File: config.mk
export PLATFORM = sky130hd
export DESIGN_NAME = escalonador_pedidos
export DESIGN_NICKNAME = d
export VERILOG_FILES = /design/src/rtl/escalonador_pedidos.sv
export SDC_FILE = /design/constraint.sdc
export NUM_CORES = 1
export LEC_CHECK = 0
export ABC_AREA = 1
export ABC_CLOCK_PERIOD_IN_PS = 2200
export BUFFER_PORTS_ARGS = -buffer_cell sky130_fd_sc_hd__buf_2
export CAP_MARGIN = 15
export CORE_UTILIZATION = 25
export DETAILED_ROUTE_END_ITERATION = 16
export GPL_ROUTABILITY_DRIVEN = 0
export HOLD_SLACK_MARGIN = 0.08
export PLACE_DENSITY = 0.4
export SYNTH_ARGS = -nofsm -noshare
export SYNTH_HDL_FRONTEND = slang
export SYNTH_SLANG_ARGS = --single-unit
export TNS_END_PERCENT = 1
File: constraint.sdc
create_clock -name i_clk -period 2.2 [get_ports i_clk]
set_input_delay 0.55 -clock i_clk [delete_from_list [all_inputs] [get_ports i_clk]]
set_output_delay 0.55 -clock i_clk [all_outputs]
set_load 0.05 [all_outputs]
File: src/rtl/escalonador_pedidos.sv
// escalonador_pedidos
// Round-robin scheduler sharing one display stage between four requesters (A..D).
// A granted requester and its decoded destination are held on the one-hot output
// lines for SERVICE_CYCLES cycles. A one-cycle release follows, then one idle cycle
// before the next arbitration.
//
// Ports:
//   i_clk    - clock, rising edge
//   i_rst    - asynchronous active-high reset
//   i_req    - level requests, bit 0 = A .. bit 3 = D
//   i_dest   - 2-bit destination per requester, i_dest[2i+1:2i] for i_req[i]
//   o_gnt    - one-cycle one-hot pulse marking the accepted requester
//   o_outa..o_outd     - one-hot served requester
//   o_out00/01/10      - one-hot destination of the served requester
//   o_busy   - high while serving or releasing
//   o_err    - one-cycle pulse when the winner carries destination 11
module escalonador_pedidos #(
  parameter int unsigned SERVICE_CYCLES = 8
) (
  input  logic       i_clk,
  input  logic       i_rst,
  input  logic [3:0] i_req,
  input  logic [7:0] i_dest,
  output logic [3:0] o_gnt,
  output logic       o_outa,
  output logic       o_outb,
  output logic       o_outc,
  output logic       o_outd,
  output logic       o_out00,
  output logic       o_out01,
  output logic       o_out10,
  output logic       o_busy,
  output logic       o_err
);

  localparam logic [7:0] LoadVal = 8'(SERVICE_CYCLES - 1);

  typedef enum logic [1:0] {StIdle, StServe, StRelease} state_e;

  state_e     r_state;
  logic [1:0] r_ptr;
  logic [7:0] r_cnt;
  logic [3:0] r_gnt;
  logic [3:0] r_outs;
  logic [2:0] r_dst;
  logic       r_busy;
  logic       r_err;

  logic       w_found;
  logic [1:0] w_win;
  logic [1:0] w_idx;
  logic [1:0] w_win_dest;
  logic [2:0] w_dst_dec;

  // Winner is the first set request searching upward from the slot after r_ptr.
  always_comb begin
    w_found = 1'b0;
    w_win   = 2'd0;
    w_idx   = 2'd0;
    for (int unsigned i = 1; i <= 4; i++) begin
      w_idx = r_ptr + 2'(i);
      if (!w_found && i_req[w_idx]) begin
        w_found = 1'b1;
        w_win   = w_idx;
      end
    end
  end

  assign w_win_dest = i_dest[{w_win, 1'b0} +: 2];

  always_comb begin
    w_dst_dec = 3'b000;
    unique case (w_win_dest)
      2'b00:   w_dst_dec = 3'b001;
      2'b01:   w_dst_dec = 3'b010;
      2'b10:   w_dst_dec = 3'b100;
      default: w_dst_dec = 3'b000;
    endcase
  end

  always_ff @(posedge i_clk or posedge i_rst) begin
    if (i_rst) begin
      r_state <= StIdle;
      r_ptr   <= 2'd3;
      r_cnt   <= 8'd0;
      r_gnt   <= 4'b0000;
      r_outs  <= 4'b0000;
      r_dst   <= 3'b000;
      r_busy  <= 1'b0;
      r_err   <= 1'b0;
    end else begin
      unique case (r_state)
        StIdle: begin
          r_gnt  <= 4'b0000;
          r_err  <= 1'b0;
          r_outs <= 4'b0000;
          r_dst  <= 3'b000;
          r_busy <= 1'b0;
          if (w_found) begin
            r_gnt <= 4'b0001 << w_win;
            r_ptr <= w_win;
            if (w_win_dest == 2'b11) begin
              // Invalid destination: skip this winner, re-arbitrate next cycle.
              r_err <= 1'b1;
            end else begin
              r_outs  <= 4'b0001 << w_win;
              r_dst   <= w_dst_dec;
              r_cnt   <= LoadVal;
              r_busy  <= 1'b1;
              r_state <= StServe;
            end
          end
        end
        StServe: begin
          r_gnt <= 4'b0000;
          r_err <= 1'b0;
          if (r_cnt == 8'd0) begin
            r_outs  <= 4'b0000;
            r_dst   <= 3'b000;
            r_state <= StRelease;
          end else begin
            r_cnt <= r_cnt - 8'd1;
          end
        end
        StRelease: begin
          r_busy  <= 1'b0;
          r_state <= StIdle;
        end
        default: begin
          r_state <= StIdle;
        end
      endcase
    end
  end

  assign o_gnt   = r_gnt;
  assign o_outa  = r_outs[0];
  assign o_outb  = r_outs[1];
  assign o_outc  = r_outs[2];
  assign o_outd  = r_outs[3];
  assign o_out00 = r_dst[0];
  assign o_out01 = r_dst[1];
  assign o_out10 = r_dst[2];
  assign o_busy  = r_busy;
  assign o_err   = r_err;

endmodule

# Word-level counts from Yosys, hierarchy flattened
# Cells that the tools add are included.
[classes]
add_sub_neg = 4
muxes = 41
n_shift = 2
n_reduce_logical = 15
n_lt_le_gt_ge = 4
eq_ne = 9
[ops]
columns = ["operator", "n"]
rows = [
  ["two-way mux 8 bit", 3],
  ["two-way mux 4 bit", 4],
  ["case mux 4 bit (2 select lines)", 2],
  ["case mux 8 bit (2 select lines)", 1],
  ["two-way mux 2 bit", 7],
  ["< comparator 2 x 3 -> 1 bit, second input constant", 4],
  ["two-way mux 1 bit", 12],
  ["two-way mux 3 bit", 3],
  ["case mux 3 bit (3 select lines)", 1],
  ["binary-select mux 1 bit (select 2 bit)", 4],
  ["logical NOT 8 bit", 1],
  ["!= test 2 bit, second input constant", 4],
  ["variable part select 8 x 4 -> 2 bit", 1],
  ["subtractor 8 x 1 -> 8 bit, second input constant", 1],
  ["equality test 2 bit, second input constant", 3],
  ["case mux 3 bit (2 select lines)", 1],
  ["adder 2 bit, second input constant", 2],
  ["equality test 2 x 1 -> 1 bit, second input constant", 2],
  ["logical NOT 2 bit", 2],
  ["case mux 1 bit (2 select lines)", 2],
  ["case mux 2 bit (2 select lines)", 1],
  ["AND reduction 2 bit", 2],
  ["AND reduction 4 bit", 1],
  ["nonzero test 2 bit", 2],
  ["5 further kinds", 9],
]
[totals]
ff_bits = 25
inputBits = 14
out_inout_bits = 13
word_cells = 83

# Depth between registers and ports, before layout
# Gate-level depths: netlist of run 1.
[logic_depth]
depth_word = 19
mapped_depth = 20
mapped_depth_nobuf = 19

# Least setup slack after synthesis of run 1
# Ideal clock, no wire load.
[synth_timing]
path_type = "register -> register"
from = "reg r_ptr[0]"
to = "reg r_cnt[0]"
setup_ps = 117
period_less_slack_ps = 2028
path_buffers = 1
t_arrival_ps = 1911
setup_slack_ps = 172
required_ps = 2083
stages_incl_launch_ff = 19
path_cell_list = "dfstp_2 -> buf_6 -> inv_4 -> nand2_2 -> nand2_2 -> nand2_1 -> nand2_2 -> nor2_4 -> nand3_2 -> nand3_4 -> nand2_1 -> o21ai_1 -> nand2_1 -> nand2_2 -> nand2_4 -> nand2_8 -> nand2_8 -> nand2_1 -> nand2_1"
[synth_between]
elab_chain_cells = 17
word_cells_on_any_way = 30
classes_between = "add/sub: 3; eq/ne: 3; shift: 1; mux: 16; reduce/logical: 7"
[synth_lines]
columns = ["element", "line", "text"]
rows = [
  ["from (decl)", "41", "logic [1:0] r_ptr;"],
  ["from (signal assigned)", "101", "r_ptr <= w_win;"],
  ["adder 2 x 1 -> 2 bit", "61", "w_idx = r_ptr + 2'(i);"],
  ["binary-select mux 1 bit (select 2 bit)", "62", "if (!w_found && i_req[w_idx]) begin"],
  ["two-way mux 1 bit (implied by the code)", "62", ""],
  ["two-way mux 1 bit", "62", ""],
  ["logical NOT 1 bit", "62", ""],
  ["logical AND 1 bit", "62", ""],
  ["two-way mux 1 bit", "62", ""],
  ["logical NOT 1 bit", "62", ""],
  ["logical AND 1 bit", "62", ""],
  ["two-way mux 1 bit", "62", ""],
  ["logical NOT 1 bit", "62", ""],
  ["logical AND 1 bit", "62", ""],
  ["two-way mux 2 bit", "62", ""],
  ["variable part select 8 x 4 -> 2 bit", "69", "assign w_win_dest = i_dest[{w_win, 1'b0} +: 2];"],
  ["equality test 2 bit", "102", "if (w_win_dest == 2'b11) begin"],
  ["!= test 2 bit (no line)", "n/a", ""],
  ["AND reduction 4 bit (no line) (*)", "n/a", ""],
  ["to (signal assigned)", "108", "r_cnt <= LoadVal;"],
  ["to (signal assigned)", "122", "r_cnt <= r_cnt - 8'd1;"],
  ["to (decl)", "42", "logic [7:0] r_cnt;"],
]
# Mark *: on every way between the ends. The rest lies on a longest branch, timed or not. The select of a mux whose other input is x is not followed.
# A chain may end at the register's enable or synchronous reset.

# Final worst setup path of run 1
[layout_timing]
from = "reg r_ptr[0]"
to = "reg r_cnt[5]"
# The elaborated chain is that of the path after synthesis.

==> results of run 1 <==
==> synth_stat cells (3+ instances only) <==
master | number | area (µm²)
nand2_1 | 72 | 270.3
nand4_1 | 3 | 18.77
inv_2 | 5 | 18.77
a21oi_1 | 6 | 30.03
o22ai_1 | 6 | 37.54
nand2_2 | 11 | 68.82
inv_1 | 26 | 97.59
o21ai_0 | 6 | 30.03
nor2_1 | 11 | 41.29
dfrtp_1 | 23 | 575.6
nand3_1 | 21 | 105.1
==> layer usage <==
layer / global-route usage (%) / part of all wire (%)
met1: 15.89 / 46
met5: 0 / 0
met4: 1.607 / 0.34
met2: 22.27 / 50
met3: 2.472 / 3.8
==> worst paths after layout <==
path	slack [ns]	cells past startpoint	endpoint	startpoint
hold / removal	0.31	3	r_outs[2]$_DFFE_PP0P_	i_rst
min in group i_clk	0.49	2	o_gnt[2]$_DFFE_PP0P_	o_gnt[2]$_DFFE_PP0P_
hold reg to reg	0.49	2	o_gnt[2]$_DFFE_PP0P_	o_gnt[2]$_DFFE_PP0P_
setup / recovery	-0.05	17	r_cnt[5]$_DFFE_PP0P_	r_ptr[0]$_DFFE_PP1P_
setup reg to reg	-0.05	17	r_cnt[5]$_DFFE_PP0P_	r_ptr[0]$_DFFE_PP1P_
max in group asynchronous	1.60	3	r_ptr[1]$_DFFE_PP1P_	i_rst
==> worst min-delay path, stage by stage <==
cell,delay [ns]
buf_2,0.09
inv_1,0.04
buf_4,0.31
==> cell families (layout without fill, tap and decap cells) <==
group,count (synthesis),after routing
AOI/OAI and AO/OA,22,22
xor gates and xnor gates,2,2
adders and majority gates,2,2
buffers and inverters,34,89
DFF,25,25
and+or+nand+nor,128,130
==> registers in the layout, summed over array words and instances (netlist names) <==
register	count
o_busy	1
o_gnt	4
r_ptr	2
r_dst	3
r_outs	4
o_err	1
r_state	2
r_cnt	8
==> cell usage in the layout (no fill, tap or decap), drive strengths merged <==
master and instances:
inv 32, and3 1, o21ai 9, dfrtp 23
nor3 1, buf 53, nor2 12, ha 2
nand3 24, o22ai 6, nand2 88, dfstp 2
clkinvlp 1, nand4 3, clkbuf 3, xor2 2
nor4 1, a21oi 7
==> repair_timing <==
action                     CTS  global route
pin swaps                    8            10
setup endpoints to repair   13            19
gates cloned                 1             1
setup buffers                8             3
gates resized for setup      3            26
hold buffers                 0             0
==> final cells by class <==
cell class	count	share of cell area, %
Clock inverter	1	0.3503
Tap cell	75	4.378
Clock buffer	3	1.926
Inverter	32	5.838
Sequential cell	25	29.31
Timing Repair Buffer	53	15.88
Multi-Input combinational cell	156	42.32
==> stage by stage <==
| step | setup WS, ns | area, µm² | TNS [ns] |
|---|---|---|---|
| CTS | -0.02416 | 2024 | -0.1183 |
| floorplan | 0.1718 | 1563 | 0 |
| detailed placement | -0.1064 | 1892 | -0.8741 |
| global route | -0.2264 | 2143 | -2.646 |
| global placement | -0.1149 | 1892 | -1.005 |
| finish | -0.05141 | 2143 | -0.3273 |
==> out/metrics.csv, run 1 <==
stage,metric,value,unit
global_routing,first-pass GRT wire length,6.368,mm
setup_path,Critical Path Sink Type,register,
route,DR iter-0 viols,34,
synthesis,XOR/XNOR share of the synthesized area,1.121,%
die,die area,6572,µm²
outcome,status,finished with violations,
die,core footprint,5991,µm²
clocking,clk root buf,clkbuf_8,
global_routing,grt total ovfl,0,
synthesis,Yosys warnings,0,
die,die extent in x,81.07,µm
clocking,clk_lat worst skew,0.28,ns
final_layout,share of layout cells above drive strength 1,40.00,%
clocking,H-tree Lvls,1,
setup_path,arrival time worst endpoint,2.42,ns
synthesis,Post-synth EDFFs,0,
final_layout,post-layout util,35.78,%
place,port bufs,26,
die,Initial Util,26.09,%
route,DRT antenna net count,0,
sta,Worst slew margin,71.78,%
final_layout,FF/Latch Area,628.1,µm²
sta,Hold Slack,0.3096,ns
sta,Final period util,102.3,%
setup_path,Crit Path Class,register to register,
place,placed insts,328,
global_routing,vias in the first global route,1413,
synthesis,Synth Area in Adders,1.601,%
synthesis,syn_area_per_cell,7.337,µm²
final_layout,antenna cells,0,
setup_path,Buf/Inv on CP,3,
clocking,CTS sink cnt,25,
clocking,total CTS buffers,3,
final_layout,fillers,651,
place,Final HPWL DP,2.743,mm
synthesis,largest family of logic cells by synthesized area,simple AND/OR/NAND/NOR gates,
setup_path,worst-path fanout max,8,
final_layout,area taken by multi-input logic gates,907.1,µm²
sta,fin. max-slew vios,0,
setup_path,CP most frequent cell,nand2_1,
route,DRT Wirelength,3.863,mm
synthesis,register area share after synthesis,40.19,%
synthesis,Compound-Gate Fraction of Synth Area,8.487,%
clocking,Clock Path Buffers,2,
clocking,"Reg clk slew, reported paths",0.10,ns
setup_path,Critical Path Max Stage Delay,0.62,ns
synthesis,ys async rst share,100.0,%
setup_path,worst-path cell chain,inv_4 -> nand2_1 -> nand2_2 -> nand2_2 -> nand2_2 -> nor2_4 -> nand2_1 -> a21oi_4 -> inv_2 -> nand2_1 -> nand2_2 -> inv_4 -> nand2_8 -> nand2_8 -> nand2_8 -> nand2_1 -> nand2_1,
hold_path,HP Class,input port to async pin,
global_routing,initial antenna violation count,0,
sta,worst slew pin tran,0.4217,ns
sta,clock period minus worst slack,2.251,ns
setup_path,Crit path required time,2.37,ns
synthesis,Syn Nets,229,
die,die height,81.07,µm
synthesis,mux cell area share after synthesis,0,%
clocking,CTS tree,done,
route,First-pass DRT Iterations,4,
setup_path,critical path startpoint category,register,
route,via count,1472,
setup_path,CP max-delay cell,dfstp_2,
sta,Final WS setup,-0.05141,ns
outcome,failing checks,setup timing,
synthesis,Synth Area in Simple Gates,39.79,%
die,row count,28,
route,WL/cell,11.20,µm
die,# IOs,27,
sta,final hold vios,0,
sta,final setup violation count,8,
final_layout,layout overhead on the synthesized area,37.15,%
setup_path,"CP delay by family, top",simple AND/OR/NAND/NOR gates,
final_layout,final cell count without fillers,345,
route,via/cell ratio,4.267,
sta,RSZ-0062 raised after global routing,true,
synthesis,area of the mapped netlist,1563,µm²
global_routing,GRT Util Overall,12.50,%
route,DRC viols,0,
sta,Peak Freq,444.2,MHz
sta,clock skew,0.009941,ns
synthesis,Main synth FF type,dfrtp_1,
synthesis,"Distinct cells, synth",28,
final_layout,nets,287,
synthesis,Mapped Cells,213,
global_routing,maximum number of pins on one net before global-route repair,26,
synthesis,synthesized flop and latch total,25,
flow_run,MaxCap Viol Count,0,
Power of run 1 is left out: the tool's default activity adds up to more than one toggle a clock period on the data nets, which glitch-free logic cannot reach.
==> inputs of run 2 (changes only) <==
--- a/config.mk
+++ b/config.mk
@@ -13,7 +13,7 @@
 export DETAILED_ROUTE_END_ITERATION = 16
 export GPL_ROUTABILITY_DRIVEN = 0
 export HOLD_SLACK_MARGIN = 0.08
-export PLACE_DENSITY = 0.4
+export PLACE_DENSITY = 0.51
 export SYNTH_ARGS = -nofsm -noshare
 export SYNTH_HDL_FRONTEND = slang
 export SYNTH_SLANG_ARGS = --single-unit
==> out/metrics.csv, run 2 (synthesis results as in run 1) <==
stage,metric,value,unit
outcome,status,finished with violations,
outcome,failing checks,setup timing,
sta,RSZ-0062 raised after global routing,true,
sta,Final period util,102.0,%
final_layout,share of layout cells above drive strength 1,39.16,%
sta,clock period minus worst slack,2.244,ns
clocking,clk_lat worst skew,0.27,ns
route,met1 WL,1.722,mm
setup_path,critical path startpoint,r_ptr[0]$_DFFE_PP1P_,
global_routing,first-pass GRT wire length,6.327,mm
die,die area,6572,µm²
final_layout,antenna cells,0,
route,met2 wire length,2.014,mm
die,die height,81.07,µm
route,DRT Wirelength,3.902,mm
die,die extent in x,81.07,µm
final_layout,FF/Latch Area,628.1,µm²
setup_path,worst r2r src,r_ptr[0]$_DFFE_PP1P_,
route,via/cell ratio,4.500,
place,Post-Place Setup Slack,-0.02577,ns
sta,Final WS setup,-0.04395,ns
route,DRT antenna net count,0,
die,Initial Util,26.09,%
final_layout,area taken by multi-input logic gates,928.4,µm²
setup_path,critical path startpoint category,register,
setup_path,reg-to-reg endpoint,r_cnt[1]$_DFFE_PP0P_,
die,core footprint,5991,µm²
place,port bufs,26,
setup_path,R2R setup slack,-0.04,ns
hold_path,HP Class,input port to async pin,
sta,worst slew pin tran,0.4050,ns
route,WL/cell,11.54,µm
final_layout,max FFs per register,8,
route,via count,1521,
sta,Worst slew margin,72.90,%
global_routing,grt total ovfl,0,
final_layout,nets,280,
route,met3 WL,132,µm
global_routing,initial antenna violation count,0,
setup_path,r2r worst-path depth,17,
setup_path,Critical Path Sink Type,register,
setup_path,arrival time worst endpoint,2.42,ns
global_routing,vias in the first global route,1426,
place,placed insts,323,
clocking,CTS tree,done,
final_layout,fillers,655,
route,DR iter-0 viols,87,
clocking,H-tree Lvls,1,
clocking,CTS sink cnt,25,
final_layout,"commonest non-fill, non-tap cell in the layout",nand2_1,
clocking,clk root buf,clkbuf_8,
clocking,"Reg clk slew, reported paths",0.09,ns
sta,fin. max-slew vios,0,
flow_run,MaxCap Viol Count,0,
final_layout,"commonest non-fill, non-tap cells in the layout","nand2_1, buf_2, inv_1",
setup_path,Worst Setup EP,r_cnt[1]$_DFFE_PP0P_,
final_layout,Biggest register,r_cnt,
clocking,Clock Path Buffers,2,
route,top routing layer in use,met4,
sta,final hold vios,0,
clocking,total CTS buffers,3,
global_routing,maximum number of pins on one net before global-route repair,26,
setup_path,worst-path fanout max,8,
route,First-pass DRT Iterations,5,
final_layout,post-layout util,35.03,%
final_layout,layout overhead on the synthesized area,34.27,%
sta,final setup violation count,8,
route,DRC viols,0,
die,# IOs,27,
final_layout,final cell count without fillers,338,
global_routing,GRT Util Overall,12.36,%
die,row count,28,
sta,clock skew,0.0008625,ns
clocking,hold bufs inserted after CTS,0,
place,Final HPWL DP,2.717,mm
sta,Peak Freq,445.6,MHz
setup_path,Crit Path Class,register to register,
setup_path,Crit path required time,2.37,ns
==> run 2: how the worst min path moves through the flow <==
stage                     slack [ns]                    to              startpoint  cells past startpoint
after floorplan                 0.49    o_busy$_DFFE_PP0P_  r_state[0]$_DFFE_PP0P_                      2
after global placement          0.46  o_gnt[0]$_DFFE_PP0P_    o_gnt[0]$_DFFE_PP0P_                      2
after detailed placement        0.47  o_gnt[3]$_DFFE_PP0P_    o_gnt[3]$_DFFE_PP0P_                      2
after CTS                       0.33  o_gnt[1]$_DFFE_PP0P_                   i_rst                      3
after global routing            0.34  o_gnt[1]$_DFFE_PP0P_                   i_rst                      3
final                           0.31  r_cnt[5]$_DFFE_PP0P_                   i_rst                      3
==> run 2: stage by stage <==
stage | setup TNS (ns) | hold WS (ns) | instance area (µm²)
finish | -0.2572 | 0.3133 | 2098
global route | -2.415 | 0.3399 | 2098
CTS | -0.1093 | 0.3293 | 1947
detailed placement | -0.1398 | 0.4723 | 1854
global placement | -0.1094 | 0.4589 | 1854
floorplan | 0 | 0.4914 | 1563
==> run 2: critical path, cell delays in order, from the launching register on <==
cell and delay (ns):
dfstp_2 0.62, inv_4 0.08, nand2_2 0.08, nand2_4 0.07
nand2_2 0.11, nand2_4 0.07, nor2_4 0.16, nand3_4 0.13
nand3_4 0.11, nand2_1 0.05, o21ai_1 0.07, nand2_1 0.09
nand2_2 0.10, nand2_4 0.09, nand2_8 0.11, nand2_8 0.08
nand2_1 0.08, nand2_1 0.05
==> run 2: layout make-up <==
type                       count  area share (%)
sequential                    25           29.93
clock inverter                 1          0.3578
inverter                      32           5.844
timing repair buffer          45           13.18
tap                           75           4.472
multi-input combinational    157           44.25
clock buffer                   3           1.968
==> run 2: repair_timing <==
item,4_1_cts,5_1_grt
pin swaps,8,18
buffers inserted,3,5
endpoints found under the hold margin,0,0
cloned,1,2
endpoints found under the setup margin,8,17
resized for setup,4,29
==> run 2: metal layers <==
metal  vias to the layer above  GRT usage, %
met5                         -             0
met4                         0         2.679
met3                         4         2.697
met2                        23         22.35
met1                       713         14.84
li1                        781             -
Power of run 2 is left out for the same reason.
